--- src/rtl/pixel_stream_out_pkg.sv ---
// Shared types for the pixel output stage: pair entry layout and the
// serialiser states.
package pix_pkg;

   localparam int PIX_W = 8;

   typedef struct packed {
      logic [PIX_W-1:0] pix1;
      logic [PIX_W-1:0] pix2;
      logic             sof;
      logic             eof;
   } pair_t;

   typedef enum logic [1:0] {
      EMPTY,
      PIX1,
      PIX2
   } out_state_t;

endpackage

--- src/rtl/pixel_stream_out_if.sv ---
// Pixel-pair input strobe and serialised pixel output handshake.
interface pixel_stream_out_if #(
   parameter int ROWS = 4
) ();
   import pix_pkg::*;

   logic             in_valid;
   logic [PIX_W-1:0] in_pix1;
   logic [PIX_W-1:0] in_pix2;
   logic [ROWS-1:0]  in_sel;
   logic             out_ready;
   logic             out_valid;
   logic [PIX_W-1:0] out_data;
   logic             out_sof;
   logic             out_eol;
   logic             out_eof;

   modport master (
      output in_valid, in_pix1, in_pix2, in_sel, out_ready,
      input  out_valid, out_data, out_sof, out_eol, out_eof
   );

   modport slave (
      input  in_valid, in_pix1, in_pix2, in_sel, out_ready,
      output out_valid, out_data, out_sof, out_eol, out_eof
   );

endinterface

--- src/rtl/pixel_stream_out_fifo.sv ---
// Synchronous pair FIFO; the caller guarantees no push when full and no pop
// when empty.
module pix_pair_fifo
   import pix_pkg::*;
#(
   parameter int DEPTH = 4
) (
   input  logic                     clk,
   input  logic                     frame_reset,
   input  logic                     push_i,
   input  pair_t                    wr_data_i,
   input  logic                     pop_i,
   output pair_t                    rd_data_o,
   output logic                     full_o,
   output logic                     empty_o,
   output logic [$clog2(DEPTH):0]   level_o
);

   localparam int AW = $clog2(DEPTH);
   localparam int LW = AW + 1;

   pair_t            mem_q [DEPTH];
   logic [AW-1:0]    wr_ptr_q;
   logic [AW-1:0]    rd_ptr_q;
   logic [LW-1:0]    count_q;

   // NOTE: storage has no reset; the pointers and count alone define which
   // entries are meaningful, so clearing the array would only cost area.
   always_ff @(posedge clk) begin
      if (push_i) begin
         mem_q[wr_ptr_q] <= wr_data_i;
      end
   end

   always_ff @(posedge clk or posedge frame_reset) begin
      if (frame_reset) begin
         wr_ptr_q <= '0;
         rd_ptr_q <= '0;
         count_q  <= '0;
      end else begin
         if (push_i) wr_ptr_q <= wr_ptr_q + 1'b1;
         if (pop_i)  rd_ptr_q <= rd_ptr_q + 1'b1;
         case ({push_i, pop_i})
            2'b10:   count_q <= count_q + 1'b1;
            2'b01:   count_q <= count_q - 1'b1;
            default: count_q <= count_q;
         endcase
      end
   end

   assign rd_data_o = mem_q[rd_ptr_q];
   assign full_o    = (count_q == LW'(DEPTH));
   assign empty_o   = (count_q == '0);
   assign level_o   = count_q;

endmodule

--- src/rtl/pixel_stream_out.sv ---
// Buffers pixel pairs from the memory handler and serialises them into one
// 8-bit stream with SOF/EOL/EOF markers and sticky error flags.
module pixel_stream_out
   import pix_pkg::*;
#(
   parameter int DEPTH = 4,
   parameter int ROWS  = 4
) (
   input  logic                   clk,
   input  logic                   frame_reset,
   pixel_stream_out_if.slave      bus,
   output logic                   overflow,
   output logic                   sel_err,
   output logic [$clog2(DEPTH):0] level
);

   pair_t            wr_pair;
   pair_t            head;
   logic             push;
   logic             pop;
   logic             fifo_full;
   logic             fifo_empty;
   logic             load_head;

   out_state_t       state_q, state_d;
   logic [PIX_W-1:0] data_q, data_d;
   logic             sof_q, sof_d;
   logic             eol_q, eol_d;
   logic             eof_q, eof_d;
   logic [PIX_W-1:0] hold_pix2_q, hold_pix2_d;
   logic             hold_eof_q, hold_eof_d;
   logic             overflow_q;
   logic             sel_err_q;

   // Full is judged on the occupancy at the start of the cycle, so a pop in
   // the same cycle never rescues a push into a full FIFO.
   assign push    = bus.in_valid && !fifo_full;
   assign wr_pair = '{pix1: bus.in_pix1, pix2: bus.in_pix2,
                      sof:  bus.in_sel[0], eof: bus.in_sel[ROWS-1]};

   pix_pair_fifo #(.DEPTH(DEPTH)) u_fifo (
      .clk        (clk),
      .frame_reset(frame_reset),
      .push_i     (push),
      .wr_data_i  (wr_pair),
      .pop_i      (pop),
      .rd_data_o  (head),
      .full_o     (fifo_full),
      .empty_o    (fifo_empty),
      .level_o    (level)
   );

   always_ff @(posedge clk or posedge frame_reset) begin
      if (frame_reset) begin
         overflow_q <= 1'b0;
         sel_err_q  <= 1'b0;
      end else begin
         if (bus.in_valid && fifo_full)           overflow_q <= 1'b1;
         if (bus.in_valid && !$onehot(bus.in_sel)) sel_err_q  <= 1'b1;
      end
   end

   // NOTE: every next-state signal gets its hold value first, so no path
   // through the case leaves one unassigned and no latch is inferred.
   always_comb begin
      state_d     = state_q;
      data_d      = data_q;
      sof_d       = sof_q;
      eol_d       = eol_q;
      eof_d       = eof_q;
      hold_pix2_d = hold_pix2_q;
      hold_eof_d  = hold_eof_q;
      load_head   = 1'b0;
      pop         = 1'b0;

      case (state_q)
         EMPTY: load_head = !fifo_empty;
         PIX1: begin
            if (bus.out_ready) begin
               data_d  = hold_pix2_q;
               sof_d   = 1'b0;
               eol_d   = 1'b1;
               eof_d   = hold_eof_q;
               state_d = PIX2;
            end
         end
         PIX2: begin
            if (bus.out_ready) begin
               if (!fifo_empty) begin
                  load_head = 1'b1;
               end else begin
                  data_d  = '0;
                  sof_d   = 1'b0;
                  eol_d   = 1'b0;
                  eof_d   = 1'b0;
                  state_d = EMPTY;
               end
            end
         end
         default: state_d = EMPTY;
      endcase

      if (load_head) begin
         pop         = 1'b1;
         data_d      = head.pix1;
         sof_d       = head.sof;
         eol_d       = 1'b0;
         eof_d       = 1'b0;
         hold_pix2_d = head.pix2;
         hold_eof_d  = head.eof;
         state_d     = PIX1;
      end
   end

   always_ff @(posedge clk or posedge frame_reset) begin
      if (frame_reset) begin
         state_q     <= EMPTY;
         data_q      <= '0;
         sof_q       <= 1'b0;
         eol_q       <= 1'b0;
         eof_q       <= 1'b0;
         hold_pix2_q <= '0;
         hold_eof_q  <= 1'b0;
      end else begin
         state_q     <= state_d;
         data_q      <= data_d;
         sof_q       <= sof_d;
         eol_q       <= eol_d;
         eof_q       <= eof_d;
         hold_pix2_q <= hold_pix2_d;
         hold_eof_q  <= hold_eof_d;
      end
   end

   assign bus.out_valid = (state_q != EMPTY);
   assign bus.out_data  = data_q;
   assign bus.out_sof   = sof_q;
   assign bus.out_eol   = eol_q;
   assign bus.out_eof   = eof_q;
   assign overflow      = overflow_q;
   assign sel_err       = sel_err_q;

endmodule
--- src/flat_wrapper.sv ---
// flat-port wrapper written by rule: the top's interface ports become plain ports
module pixel_stream_out_flat import pix_pkg::*;
#(
   parameter int DEPTH = 4,
   parameter int ROWS  = 4
)
  (clk, frame_reset, overflow, sel_err, level, bus_in_valid, bus_in_pix1, bus_in_pix2, bus_in_sel, bus_out_ready, bus_out_valid, bus_out_data, bus_out_sof, bus_out_eol, bus_out_eof);
  pixel_stream_out_if #(.ROWS(ROWS)) bus_i ();
  input  logic clk;
  input  logic frame_reset;
  output logic overflow;
  output logic sel_err;
  output logic [$clog2(DEPTH):0] level;
  input wire logic [$bits(bus_i.in_valid)-1:0] bus_in_valid;
  input wire logic [$bits(bus_i.in_pix1)-1:0] bus_in_pix1;
  input wire logic [$bits(bus_i.in_pix2)-1:0] bus_in_pix2;
  input wire logic [$bits(bus_i.in_sel)-1:0] bus_in_sel;
  input wire logic [$bits(bus_i.out_ready)-1:0] bus_out_ready;
  output wire logic [$bits(bus_i.out_valid)-1:0] bus_out_valid;
  output wire logic [$bits(bus_i.out_data)-1:0] bus_out_data;
  output wire logic [$bits(bus_i.out_sof)-1:0] bus_out_sof;
  output wire logic [$bits(bus_i.out_eol)-1:0] bus_out_eol;
  output wire logic [$bits(bus_i.out_eof)-1:0] bus_out_eof;
  assign bus_i.in_valid = bus_in_valid;
  assign bus_i.in_pix1 = bus_in_pix1;
  assign bus_i.in_pix2 = bus_in_pix2;
  assign bus_i.in_sel = bus_in_sel;
  assign bus_i.out_ready = bus_out_ready;
  assign bus_out_valid = bus_i.out_valid;
  assign bus_out_data = bus_i.out_data;
  assign bus_out_sof = bus_i.out_sof;
  assign bus_out_eol = bus_i.out_eol;
  assign bus_out_eof = bus_i.out_eof;
  pixel_stream_out #(.DEPTH(DEPTH), .ROWS(ROWS)) u_core (.clk(clk), .frame_reset(frame_reset), .bus(bus_i), .overflow(overflow), .sel_err(sel_err), .level(level));
endmodule
--- config.mk ---
export PLATFORM = sky130hd
export DESIGN_NAME = pixel_stream_out_flat
export DESIGN_NICKNAME = d
export VERILOG_FILES = /design/src/rtl/pixel_stream_out_pkg.sv /design/src/rtl/pixel_stream_out_if.sv /design/src/rtl/pixel_stream_out_fifo.sv /design/src/rtl/pixel_stream_out.sv /design/src/flat_wrapper.sv
export SDC_FILE = /design/constraint.sdc
export NUM_CORES = 1
export LEC_CHECK = 0
export CAP_MARGIN = 20
export CORE_AREA = 2 2 88 90
export CTS_BUF_LIST = sky130_fd_sc_hd__clkbuf_4 sky130_fd_sc_hd__clkbuf_8
export CTS_CLUSTER_DIAMETER = 40
export DETAILED_ROUTE_END_ITERATION = 12
export DIE_AREA = 0 0 90 92
export HOLD_SLACK_MARGIN = 0.08
export PLACE_DENSITY_LB_ADDON = 0.12
export SKIP_CTS_REPAIR_TIMING = 1
export SLEW_MARGIN = 20
export SYNTH_ARGS = -nofsm -noshare
export SYNTH_HDL_FRONTEND = slang
export SYNTH_HIERARCHICAL = 1
export SYNTH_SLANG_ARGS = --single-unit
--- constraint.sdc ---
create_clock -name clk -period 5.58 [get_ports clk]
set_input_delay 1.116 -clock clk [delete_from_list [all_inputs] [get_ports clk]]
set_output_delay 1.116 -clock clk [all_outputs]
set_load 0.05 [all_outputs]
; After elaboration in Yosys (flattened, before gate mapping)
; Memories as Yosys holds them, arrays and structs flattened.
; Cells that the tools add are included.
[op_classes]
n_eq_ne = 10
multipliers = 0
shift = 0
n_reduce_logical = 13
order_cmp = 0
n_addsub = 7
bitwise_logic = 0
mux = 28
n_div = 0
[op_table]
columns = cell, count
row1 = two-way mux 8 bit, 4
row2 = one-hot mux 8 bit (2 select lines), 1
row3 = two-way mux 1 bit, 13
row4 = two-way mux 2 bit, 4
row5 = one-hot mux 1 bit (2 select lines), 4
row6 = AND reduction 4 bit, 2
row7 = "inequality test 3 x 2 -> 1 bit, second input constant", 2
row8 = one-hot mux 2 bit (3 select lines), 1
row9 = one-hot mux 3 bit (2 select lines), 1
row10 = adder 1 x 1 -> 2 bit, 2
row11 = "adder 2 x 1 -> 2 bit, second input constant", 2
row12 = "equality test 2 x 1 -> 1 bit, second input constant", 2
row13 = "equality test 2 bit, second input constant", 2
row14 = nonzero test 2 bit, 2
row15 = "adder 3 x 1 -> 3 bit, second input constant", 1
row16 = adder 3 bit, 1
row17 = "equality test 3 x 1 -> 1 bit, second input constant", 1
row18 = "equality test 3 bit, second input constant", 1
row19 = logical AND 1 bit, 3
row20 = logical NOT 1 bit, 3
row21 = logical NOT 3 bit, 1
row22 = "inequality test 3 x 1 -> 1 bit, second input constant", 1
row23 = nonzero test 3 bit, 1
row24 = "subtractor 3 x 1 -> 3 bit, second input constant", 1
row25 = other kinds (2), 2
[totals]
n_memories = 1
latchBits = 0
ramBits = 72
reg_bits = 31
romBits = 0
word_cells = 71
[memory_table]
columns = memory, depth, width, read_ports, rd_clocked_by_memory_dff, write_ports, line_no
row1 = u_core.u_fifo.mem_q, 4, 18, 1, 0, 1, pixel_stream_out_fifo.sv:22  ; pair_t mem_q [DEPTH];

; Depth between registers and ports, before layout
[logic_depth]
ltp_word = 7
mapped_depth = 10
ltp_nobuf = 10

; Cells and area by module
; Netlist, hierarchy kept.
[modules_own_cells]
columns = mod, n_inst, seq_area_each_um2, area_each_um2, cells_each
row1 = pix_pair_fifo, 1, 2337.2, 3001.6, 131
row2 = pixel_stream_out, 1, 600.6, 1262.5, 108

; Worst setup path after synthesis
; Ideal clock, no wire load.
[synth_timing]
kind = input to register
start = input bus_out_ready
end = register u_core.u_fifo.count_q[2], in the netlist u_core/u_fifo/level_o[2]
path_buffers = 2
t_arrival_ns = 2.630
stages = 10
required_time_ns = 5.498
path_slack_ns = 2.868
path_cell_list = nor2b_2 > buf_6 > nor3_4 > buf_6 > ha_1 > inv_1 > fa_1 > xor2_1 > nor2_1 > xor2_1
[synth_between]
elab_chain_len = 5
elab_cells_between_ends = 7
cone_classes = eq/ne (2) / mux (4) / reduce/logical (1)
[synth_lines]
columns = element, line_no
row1 = from (decl), flat_wrapper.sv:18  ; input wire logic [$bits(bus_i.out_ready)-1:0] bus_out_ready;
row2 = two-way mux 1 bit (*), pixel_stream_out.sv:88  ; if (bus.out_ready) begin
row3 = one-hot mux 1 bit (2 select lines) (*), pixel_stream_out.sv:76  ; case (state_q)
row4 = via u_core.load_head, pixel_stream_out.sv:23  ; logic load_head;
row5 = two-way mux 1 bit (*), pixel_stream_out.sv:103  ; if (load_head) begin
row6 = equality test 2 x 1 -> 1 bit / equality test 2 bit (equally long branches), pixel_stream_out_fifo.sv:43  ; case ({push_i, pop_i})
row7 = one-hot mux 3 bit (2 select lines) / nonzero test 2 bit (equally long branches), --
row8 = to (signal assigned), pixel_stream_out_fifo.sv:44  ; 2'b10: count_q <= count_q + 1'b1;
row9 = to (signal assigned), pixel_stream_out_fifo.sv:45  ; 2'b01: count_q <= count_q - 1'b1;
row10 = to (signal assigned), pixel_stream_out_fifo.sv:46  ; default: count_q <= count_q;
row11 = to (decl), pixel_stream_out_fifo.sv:25  ; logic [LW-1:0] count_q;
; The timed path passes the listed nets; every way through them passes the cells marked *.
; A chain may end at the register's enable or synchronous reset.

; Worst setup path in the final report
[layout_timing]
start = input bus_out_ready
end = register u_core.u_fifo.count_q[2], in the netlist u_core/u_fifo/level_o[2]
[layout_between]
elab_chain_len = 5
elab_cells_between_ends = 7
cone_classes = eq/ne (2) / mux (4) / reduce/logical (1)
[layout_lines]
columns = element, line_no
row1 = two-way mux 1 bit (*), pixel_stream_out.sv:88
row2 = one-hot mux 1 bit (2 select lines) (*), pixel_stream_out.sv:76
row3 = two-way mux 1 bit (*), pixel_stream_out.sv:103
row4 = equality test 2 x 1 -> 1 bit / equality test 2 bit (equally long branches), pixel_stream_out_fifo.sv:43
row5 = one-hot mux 3 bit (2 select lines) / nonzero test 2 bit (equally long branches), --
; Every way passes the cells marked *; elsewhere a longest branch is shown, timed or not.

==> out/metrics.csv <==
metric;value;unit
ys_warn_count;6;
die_w;90;µm
cpMostUsedCell;xor2_1;
drc_errors;0;
finalHoldViolCount;0;
worst_ep_arrival_time;3.62;ns
dp_slack;1.86;ns
syn-num-nets;272;
syn_avg_cell_area;17.8;µm²
areaGrowthSynthToFinish;15.2;%
antenna_found_initial;0;
yosysUniqueCellTypes;41;
async_flop_share;30.1;%
cts-root-buf;clkbuf_8;
dr.pass1.iters;6;
final_common_cell;edfxtp_1;
setup_ws;2.25;ns
startpoint;bus_out_ready;
peakVddDrop;0.218;mV
crit_path_top_delay_cell;nor3_4;
dp_hpwl;4580;µm
finalCritPeriodShare;59.7;%
cts.clk_slew.worst_paths;0.10;ns
antennaDiodeCount;0;
reg2reg_slack;2.96;ns
io-pin-count;41;
gp_congestion;0.848;
power;2.80;mW
rr_startpoint;u_core/u_fifo/level_o[0]$_DFFE_PP0P_;
cp.required;5.87;ns
worst_pin_slew;1.07;ns
p_leak;1.77;nW
viasPerCell;5.65;
relSlewSlack;28.7;%
ys_seq_elements;103;
tns;0;ns
mappedNetlistArea;0.00426;mm²
crit_chain;clkdlybuf4s50_1, nor2b_2, nor3_4, ha_1, inv_1, fa_1, xor2_1, nor2_1, xor2_1;
portBuffers;40;
top_layer;met4;
path_max_fanout;13;
grt_max_degree;25;
slew_violations;0;
cts.htree.levels;3;
hp-class;reg2reg;
timing.hold.ws;0.461;ns
cts_sinks;103;
post_drt_wl_per_cell;18.3;µm
crit_cells;9;
seq_area_frac_synth;68.9;%
cts_tree;built;
reg2reg_depth;9;
cp-end-kind;flop;
postRouteAntennaNets;0;
outcome;complete, no violations;
layoutNonFillerInstCount;386;
post-route-util;65.9;%
die_h;92;µm
routed_wl;7070;µm
setup_viol;0;
die_area;0.00828;mm²
power_density;569;mW/mm²
worstSetupPathType;in2reg;
num_rows;32;
cpPeakStageDelay;0.58;ns
track_usage;18.5;%
grt_setup_unrepaired;no;
synth_edf_count;72;
fin_crit;3.33;ns
timing.fmax;0.300;GHz
nets;312;
synthCells;239;
most-common-layout-cells;edfxtp_1, clkdlybuf4s50_1, dfrtp_1, mux4_2, inv_1;
grt_pass1_vias;2145;
gr-total-overflow;0;
multi_input_comb_area;0.00117;mm²
routed-wl-met2;3320;µm
dpl-instance-area;0.00471;mm²
core-area;0.00745;mm²
crit_path_end;u_core/u_fifo/level_o[2]$_DFFE_PP0P_;
start_kind;input port;
worstSkewPairLatency;0.36;ns
m1WireLength;3380;µm
n_fill_cell;553;
routed-wl-met3;281;µm
skew;0.0116;ns
drtIter0Drc;117;
grt_pass1_wl;11500;µm
final_area;0.00491;mm²
numCtsBuffers;9;
clock_path_buffers;2;
maxCapViolations;0;
path_delay_family;simple AND/OR/NAND/NOR gates;
cp_num_buf_inv;2;
drive_gt1_share;17.3;%
ys.flop_type;edfxtp_1;
register_area;0.00294;mm²
vias;2182;
r2r-end;u_core/u_fifo/level_o[2]$_DFFE_PP0P_;
place_inst;370;
initial_core_util;57.3;%
final cells by class:
| class | instances | share of cell area (%) |
|---|---|---|
| Sequential cell | 103 | 59.8 |
| Multi-Input combinational cell | 108 | 23.8 |
| Timing Repair Buffer | 42 | 8.46 |
| Tap cell | 102 | 2.60 |
| Clock buffer | 9 | 2.52 |
| Clock inverter | 7 | 1.61 |
| Inverter | 15 | 1.15 |
per-layer routing:
metal | vias to the layer above | global-route usage (%)
li1 | 1018 | -
met1 | 1104 | 26.7
met2 | 54 | 28.6
met3 | 6 | 4.03
met4 | 0 | 6.15
met5 | - | 0
worst register-to-register path: cells and delay by family (launching register included):
kind / cells / cell delay (ns)
flops: 1 / 0.43
buf+inv: 2 / 0.25
simple gates: 3 / 0.82
xor+xnor: 2 / 0.30
fa+ha+maj: 2 / 0.74
logic make-up after synthesis:
logic type                 after synthesis  synth area share, %
xor gates and xnor gates                 6                 1.23
buffers and inverters                   28                 3.64
muxes                                   28                 12.8
AOI/OAI and AO/OA                       35                 6.37
adders and majority gates                9                 2.99
DFF                                    103                 68.9
and+or+nand+nor                         30                 4.05
power breakdown:
group | internal, mW | total [mW] | switching [mW]
clock network | 0.213 | 0.467 | 0.254
registers | 1.05 | 1.19 | 0.132
logic | 0.505 | 1.14 | 0.638
flip-flops by register name (all words and copies together), names as in the netlist, 2 cells and up:
signal	flops
u_core/u_fifo/mem_q	72
u_core/bus.out_data	8
u_core/hold_pix2_q	8
u_core/u_fifo/level_o	3
u_core/state_q	2
u_core/u_fifo/rd_ptr_q	2
u_core/u_fifo/wr_ptr_q	2
Yosys cell counts (2+ instances only):
cell type / n / area share (%)
a311oi_1: 8 / 1.6
dfrtp_1: 31 / 18
buf_4: 4 / 0.70
nand2_1: 5 / 0.44
nor2_1: 3 / 0.26
a22o_1: 2 / 0.41
nand2b_1: 2 / 0.29
nand3_1: 8 / 0.94
mux2_4: 8 / 2.8
edfxtp_1: 72 / 51
o311ai_0: 7 / 1.4
xnor2_1: 2 / 0.41
xor2_1: 4 / 0.82
fa_1: 2 / 0.94
mux4_2: 18 / 9.5
a21o_1: 3 / 0.53
ha_1: 7 / 2.1
and2_1: 4 / 0.59
buf_2: 3 / 0.35
buf_6: 4 / 1.1
a31oi_1: 9 / 1.3
inv_1: 14 / 1.2
worst min-delay path by stage:
| stage | depth (start not counted) | slack (ns) | endpoint | startpoint |
|---|---|---|---|---|
| 4_1_cts | 1 | 0.47 | u_core/overflow$_DFFE_PP0P_ | u_core/overflow$_DFFE_PP0P_ |
| 6_report | 1 | 0.46 | u_core/overflow$_DFFE_PP0P_ | u_core/overflow$_DFFE_PP0P_ |
| 3_5_place_dp | 1 | 0.45 | u_core/overflow$_DFFE_PP0P_ | u_core/overflow$_DFFE_PP0P_ |
| 5_1_grt | 1 | 0.49 | u_core/sel_err$_DFFE_PP0P_ | u_core/sel_err$_DFFE_PP0P_ |
| 2_1_floorplan | 1 | 0.46 | u_core/hold_pix2_q[6]$_DFFE_PP0P_ | u_core/hold_pix2_q[6]$_DFFE_PP0P_ |
| 3_3_place_gp | 1 | 0.44 | u_core/overflow$_DFFE_PP0P_ | u_core/overflow$_DFFE_PP0P_ |
(Power assumes the default switching activity.)
